==> src/rtl/mac_lane_array.sv <==
// mac_lane_array: LANES-wide signed multiply-accumulate engine with a three-stage pipeline.
// Each lane computes pixel * weight. On the first beat of a group the lane is seeded with the
// bias, and the group total is emitted on the last beat.
//
// Ports:
//   clk, rst_n          rising-edge clock, synchronous active-low reset (wins over en)
//   en                  pipeline clock enable; 0 freezes every register
//   in_valid            beat qualifier for pixel_in/weight_in/in_first/in_last
//   in_first, in_last   group delimiters
//   pixel_in            LANES x A_W signed, lane i at [i*A_W +: A_W]
//   weight_in           LANES x B_W signed, lane i at [i*B_W +: B_W]
//   bias_in             LANES x ACC_W signed, sampled on valid first beats only
//   out_valid           one-cycle pulse when data_out holds a new group total
//   data_out            LANES x ACC_W group totals, held between pulses
//   sat_out             per-lane clamp flag for the emitted group
//
// Optional feature: define MAC_SAT_EN for saturating accumulation and sticky per-lane
// saturation flags. Without it, arithmetic wraps modulo 2^ACC_W and sat_out is 0.
module mac_lane_array #(
  parameter int unsigned LANES = 8,
  parameter int unsigned A_W   = 8,
  parameter int unsigned B_W   = 8,
  parameter int unsigned ACC_W = 32
) (
  input  logic                   clk,
  input  logic                   rst_n,
  input  logic                   en,
  input  logic                   in_valid,
  input  logic                   in_first,
  input  logic                   in_last,
  input  logic [LANES*A_W-1:0]   pixel_in,
  input  logic [LANES*B_W-1:0]   weight_in,
  input  logic [LANES*ACC_W-1:0] bias_in,
  output logic                   out_valid,
  output logic [LANES*ACC_W-1:0] data_out,
  output logic [LANES-1:0]       sat_out
);

  localparam int unsigned P_W = A_W + B_W;

  // S1: registered operands
  logic                   s1_valid, s1_first, s1_last;
  logic [LANES*A_W-1:0]   s1_pixel;
  logic [LANES*B_W-1:0]   s1_weight;
  logic [LANES*ACC_W-1:0] s1_bias;
  // S2: sign-extended products
  logic                   s2_valid, s2_first, s2_last;
  logic [LANES*ACC_W-1:0] s2_prod, s2_bias;
  // S3: accumulators and outputs
  logic [LANES*ACC_W-1:0] acc_q, data_out_q;
  logic                   out_valid_q;

  logic [LANES*ACC_W-1:0] prod_d, acc_d;

`ifdef MAC_SAT_EN
  logic [LANES-1:0] flag_q, flag_d, sat_q;
`endif

  for (genvar g = 0; g < LANES; g++) begin : g_lane
    logic signed [A_W-1:0]   a;
    logic signed [B_W-1:0]   b;
    logic signed [P_W-1:0]   p;
    logic signed [ACC_W-1:0] base, prod, sum;

    assign a = s1_pixel[g*A_W +: A_W];
    assign b = s1_weight[g*B_W +: B_W];
    assign p = P_W'(a) * P_W'(b);
    assign prod_d[g*ACC_W +: ACC_W] = ACC_W'(p);

    // A first beat reseeds from bias, which drops any open partial sum.
    assign base = s2_first ? s2_bias[g*ACC_W +: ACC_W] : acc_q[g*ACC_W +: ACC_W];
    assign prod = s2_prod[g*ACC_W +: ACC_W];

`ifdef MAC_SAT_EN
    logic signed [ACC_W:0] wide;
    logic                  clamp;
    // Overflow occurs when the extra sign bit disagrees with the ACC_W-bit result sign.
    assign wide  = (ACC_W+1)'(base) + (ACC_W+1)'(prod);
    assign clamp = wide[ACC_W] ^ wide[ACC_W-1];
    assign sum   = !clamp     ? wide[ACC_W-1:0] :
                   wide[ACC_W] ? {1'b1, {(ACC_W-1){1'b0}}} : {1'b0, {(ACC_W-1){1'b1}}};
    assign flag_d[g] = (s2_first ? 1'b0 : flag_q[g]) | clamp;
`else
    assign sum = base + prod;
`endif

    assign acc_d[g*ACC_W +: ACC_W] = sum;
  end

  always_ff @(posedge clk) begin
    if (!rst_n) begin
      s1_valid    <= 1'b0;
      s1_first    <= 1'b0;
      s1_last     <= 1'b0;
      s1_pixel    <= '0;
      s1_weight   <= '0;
      s1_bias     <= '0;
      s2_valid    <= 1'b0;
      s2_first    <= 1'b0;
      s2_last     <= 1'b0;
      s2_prod     <= '0;
      s2_bias     <= '0;
      acc_q       <= '0;
      data_out_q  <= '0;
      out_valid_q <= 1'b0;
    end else if (en) begin
      s1_valid  <= in_valid;
      s1_first  <= in_valid & in_first;
      s1_last   <= in_valid & in_last;
      s1_pixel  <= pixel_in;
      s1_weight <= weight_in;
      if (in_valid && in_first) s1_bias <= bias_in;
      s2_valid  <= s1_valid;
      s2_first  <= s1_first;
      s2_last   <= s1_last;
      s2_prod   <= prod_d;
      s2_bias   <= s1_bias;
      out_valid_q <= s2_valid & s2_last;
      if (s2_valid) begin
        acc_q <= acc_d;
        if (s2_last) data_out_q <= acc_d;
      end
    end
  end

`ifdef MAC_SAT_EN
  always_ff @(posedge clk) begin
    if (!rst_n) begin
      flag_q <= '0;
      sat_q  <= '0;
    end else if (en && s2_valid) begin
      flag_q <= flag_d;
      if (s2_last) sat_q <= flag_d;
    end
  end
  assign sat_out = sat_q;
`else
  assign sat_out = '0;
`endif

  assign out_valid = out_valid_q;
  assign data_out  = data_out_q;

endmodule

==> config.mk <==
export PLATFORM = sky130hd
export DESIGN_NAME = mac_lane_array
export DESIGN_NICKNAME = d
export VERILOG_FILES = /design/src/rtl/mac_lane_array.sv
export SDC_FILE = /design/constraint.sdc
export NUM_CORES = 2
export LEC_CHECK = 0
export ABC_CLOCK_PERIOD_IN_PS = 5570
export BUFFER_PORTS_ARGS = -buffer_cell sky130_fd_sc_hd__buf_4
export CAP_MARGIN = 20
export CORE_UTILIZATION = 40
export CTS_CLUSTER_SIZE = 14
export DETAILED_ROUTE_END_ITERATION = 8
export PLACE_DENSITY = 0.62
export RECOVER_POWER = 100
export SETUP_SLACK_MARGIN = 0.5
export SLEW_MARGIN = 5
export SYNTH_ARGS = -nofsm -noshare
export SYNTH_HDL_FRONTEND = slang
export SYNTH_SLANG_ARGS = --single-unit
==> constraint.sdc <==
create_clock -name clk -period 5.57 [get_ports clk]
set_input_delay 0.8355 -clock clk [delete_from_list [all_inputs] [get_ports clk]]
set_output_delay 0.8355 -clock clk [all_outputs]
set_load 0.005 [all_outputs]
==> results.txt <==
----------------------------------------------------
[Critical path]
  Critical path endpoint category ... flip-flop
  Worst path slowest cell ... sky130_fd_sc_hd__clkbuf_1
  Largest stage delay on the critical path ... 0.78 ns
  Biggest fanout along the worst timing path ... 38
  Startpoint Class ... flip-flop
  Ordered list of cells on the worst path ... buf_12 -> clkbuf_1 -> mux2_2 -> ha_1 -> nor3_1 -> nor2_1 -> a31o_1 -> a2111oi_0 -> nor3b_1 -> nor3_1 -> a2111oi_4 -> nor4_1 -> a211oi_1
  Start-to-end type of the worst setup path ... flip-flop to flip-flop
  Data arrival time of the critical path ... 5.91 ns
  Crit path required time ... 6.30 ns
  Cell occurring most often along the worst timing path ... sky130_fd_sc_hd__nor3_1

[Floorplan]
  Horizontal die dimension ... 448 um
  Row count ... 163
  Die boundary height ... 448 um
  Area of the die ... 200,000 um^2
  Core area ... 197,000 um^2
  Initial core utilization ... 40.3%
  I/O pins ... 655

[Cells and area]
  Final Non-Filler Cells ... 12,385
  Area added between synthesis and finish ... 14.9%
  Net count, final ... 10,939
  Share of post-route cells with drive strength above 1 ... approximately 12%
  Post-route cell area ... 91,300 um^2
  Leading cell types in the layout, fill and taps excluded ... sky130_fd_sc_hd__dfxtp_1 (1,286), sky130_fd_sc_hd__nand2_1 (1,239), sky130_fd_sc_hd__nor2_1 (945), sky130_fd_sc_hd__a21oi_1 (803), sky130_fd_sc_hd__inv_1 (732)
  Leading cell type in the layout, fill and taps excluded ... sky130_fd_sc_hd__dfxtp_1

[Detailed routing]
  Via count normalized by instance count ... approximately 5.2
  Remaining antenna violation count ... 0
  Detailed-route via count ... ~65,000
  Wire length reported by the detailed router ... 249,000 um
  DRC errors left ... 0
  Iteration count of the initial detailed-routing pass ... 7
  Detailed-route wire length per cell ... 20.1 um
  DRC marker count from the first detailed-route iteration ... 4,112

[Power]
  Power Total ... 23.3 mW
  Maximum vdd ir drop ... 0.242 mV
  Power per unit of standard cell area ... 255 nW/um^2
  Static Leak ... 40.0 nW

[Place]
  Dpl cell area ... 86,500 um^2
  Count of input and output buffers ... 646
  RePlAce Congestion ... around 0.90
  Placed Cells ... 12,105
  Half-perimeter wire length after placement ... 186,000 um

[CTS]
  CTS buffer count ... 154
  Hold-fix buffers, CTS ... 0
  Clk_lat worst skew ... around 0.83 ns
  Number of clock sinks ... 1,287
  Post-cts resize count ... 0
  CTS H-tree lvls ... 4
  Clock-pin slew of the registers on the worst-case setup and hold paths ... 0.06 ns
  Root Driver ... sky130_fd_sc_hd__clkbuf_16
  Buffer levels on the longest clock path ... 3
  Number of buffers added for setup after CTS ... 0
  Clock tree from TritonCTS ... built

[Yosys]
  Flip-flop and latch count after synthesis ... 1,287
  Most frequently used flop master after synthesis ... sky130_fd_sc_hd__dfxtp_1
  Cell count after synthesis ... 9,217
  Number of distinct standard cells referenced by the synthesized netlist ... 94
  Syn avg cell area ... about 8.6 um^2
  Share of the yosys chip area belonging to registers ... between 30% and 40%
  Combined area of all synthesized cells ... 79,400 um^2
  Async set or reset register ratio after synthesis ... 0%
  Warning count from the yosys run ... 0
  EDFF count, synth ... 0

[Global route]
  Total congestion overflow ... 0
  Global-route wire length before repair ... 377,000 um
  Antenna violations before repair ... 31
  Largest net degree at the start of global routing ... 168
  Vias in the first global route ... roughly 63,000
  Overall Global Routing Usage ... 24.3%

[STA]
  Share of the clock period used by the worst path after layout ... ~93%
  Maximum operating frequency ... 193 MHz
  Hold violation total from the final report ... 0
  Final sum of negative setup slack ... 0 ns
  Tightest slew margin relative to the limit ... -83.8%
  Slew at the pin closest to its max-slew limit ... 2.75 ns
  Final Setup Violations ... 0
  Unrepaired setup endpoints after global routing ... false
  Largest clock skew in the final design ... roughly 0.064 ns
  Post-route minimum period ... around 5.2 ns
  Final-report max-slew violation count ... 131

[Outcome]
  Violations in the final reports ... capacitance limit, slew limit
  Outcome ... finished, violations left

[Flow run]
  Count of max-cap constraint violations ... 1

[Hold path]
  Hold Crit Class ... primary input to flip-flop

----------------------------------------------------
area by class of cell:
type                            instances  area (um^2)
Multi-Input combinational cell       6731        49000
Fill cell                           19204       106000
Inverter                              734         2760
Tap cell                             2640         3300
Sequential cell                      1287        25800
Antenna cell                            2         5.00
Clock inverter                         64          917
Timing Repair Buffer                  713         5130
Clock buffer                          214         4350
critical path: cells and delay by family (launching register included):
family,cells,cell delay (ns)
AO/OA/AOI/OAI,4,1.39
adder cells (fa/ha/maj),1,0.37
buffers and inverters,2,1.14
flip-flops,1,0.75
multiplexers,1,0.43
AND/OR/NAND/NOR,5,0.99
per-stage QoR:
step                hold slack (ns)  setup slack (ns)  utilization, %
floorplan                     0.429              1.14               -
global placement              0.436              1.04            43.9
detailed placement            0.445             0.944            43.9
CTS                           0.168             0.929            46.5
global route                  0.214             0.320            46.3
finish                        0.237             0.395            46.3
synth_stat cells, types with 93 or more instances:
library cell	n	area share, %
sky130_fd_sc_hd__nand3_1	184	1.2
sky130_fd_sc_hd__mux2i_1	461	5.8
sky130_fd_sc_hd__nand2_1	1243	5.9
sky130_fd_sc_hd__o21ai_0	238	1.5
sky130_fd_sc_hd__xor2_1	110	1.2
sky130_fd_sc_hd__a211oi_1	109	1.0
sky130_fd_sc_hd__xnor2_1	184	2.0
sky130_fd_sc_hd__mux2_2	248	3.5
sky130_fd_sc_hd__a21oi_1	801	5.0
sky130_fd_sc_hd__a21o_1	97	0.92
sky130_fd_sc_hd__clkbuf_1	383	1.8
sky130_fd_sc_hd__inv_1	732	3.5
sky130_fd_sc_hd__ha_1	480	7.6
sky130_fd_sc_hd__o21a_1	115	1.1
sky130_fd_sc_hd__fa_1	448	11
sky130_fd_sc_hd__nor2_1	945	4.5
sky130_fd_sc_hd__nor2b_1	93	0.73
sky130_fd_sc_hd__dfxtp_1	1287	32
sky130_fd_sc_hd__and2_1	364	2.9
path summary, 6_finish.rpt:
kind	start	to	slack (ns)	cells after the start
worst max-delay path	s2_first	acc_q[223]	0.39	13
worst min-delay path	bias_in[150]	s1_bias[150]	0.24	3
worst max register to register	s2_first	acc_q[223]	0.39	13
worst min register to register	acc_q[43]	acc_q[43]	0.45	2
metal layers:
layer / GRT usage [%] / up-vias / share of wire, %
met1: 33.7 / 31238 / 47
met2: 36.7 / 1552 / 43
met5: 0 / - / 0.063
met3: 3.68 / 428 / 5.3
li1: - / 31536 / -
met4: 12.2 / 26 / 5.4
sequential cells by signal, indices dropped and copies added, names as in the netlist, 64 cells and up:
register,count
acc_q,256
data_out,256
s1_bias,256
s1_pixel,64
s1_weight,64
s2_bias,256
s2_prod,128
where the power goes:
group,leakage [nW],switching [mW],total (mW),internal [mW]
sequential,10.4,0.350,9.80,9.45
combinational,27.0,1.81,3.02,1.21
clock,2.54,4.40,10.4,6.05
total,40.0,6.56,23.3,16.7
cell families after synthesis:
kind of cell               share of synthesized area (%)
AOI/OAI and AO/OA                                   12.7
xor gates and xnor gates                            3.24
adders and majority gates                           18.9
buffers and inverters                               5.84
DFF                                                 32.4
muxes                                               9.33
other                                            0.00472
and+or+nand+nor                                     17.5
No activity file was read; power rests on OpenSTA's default activity.
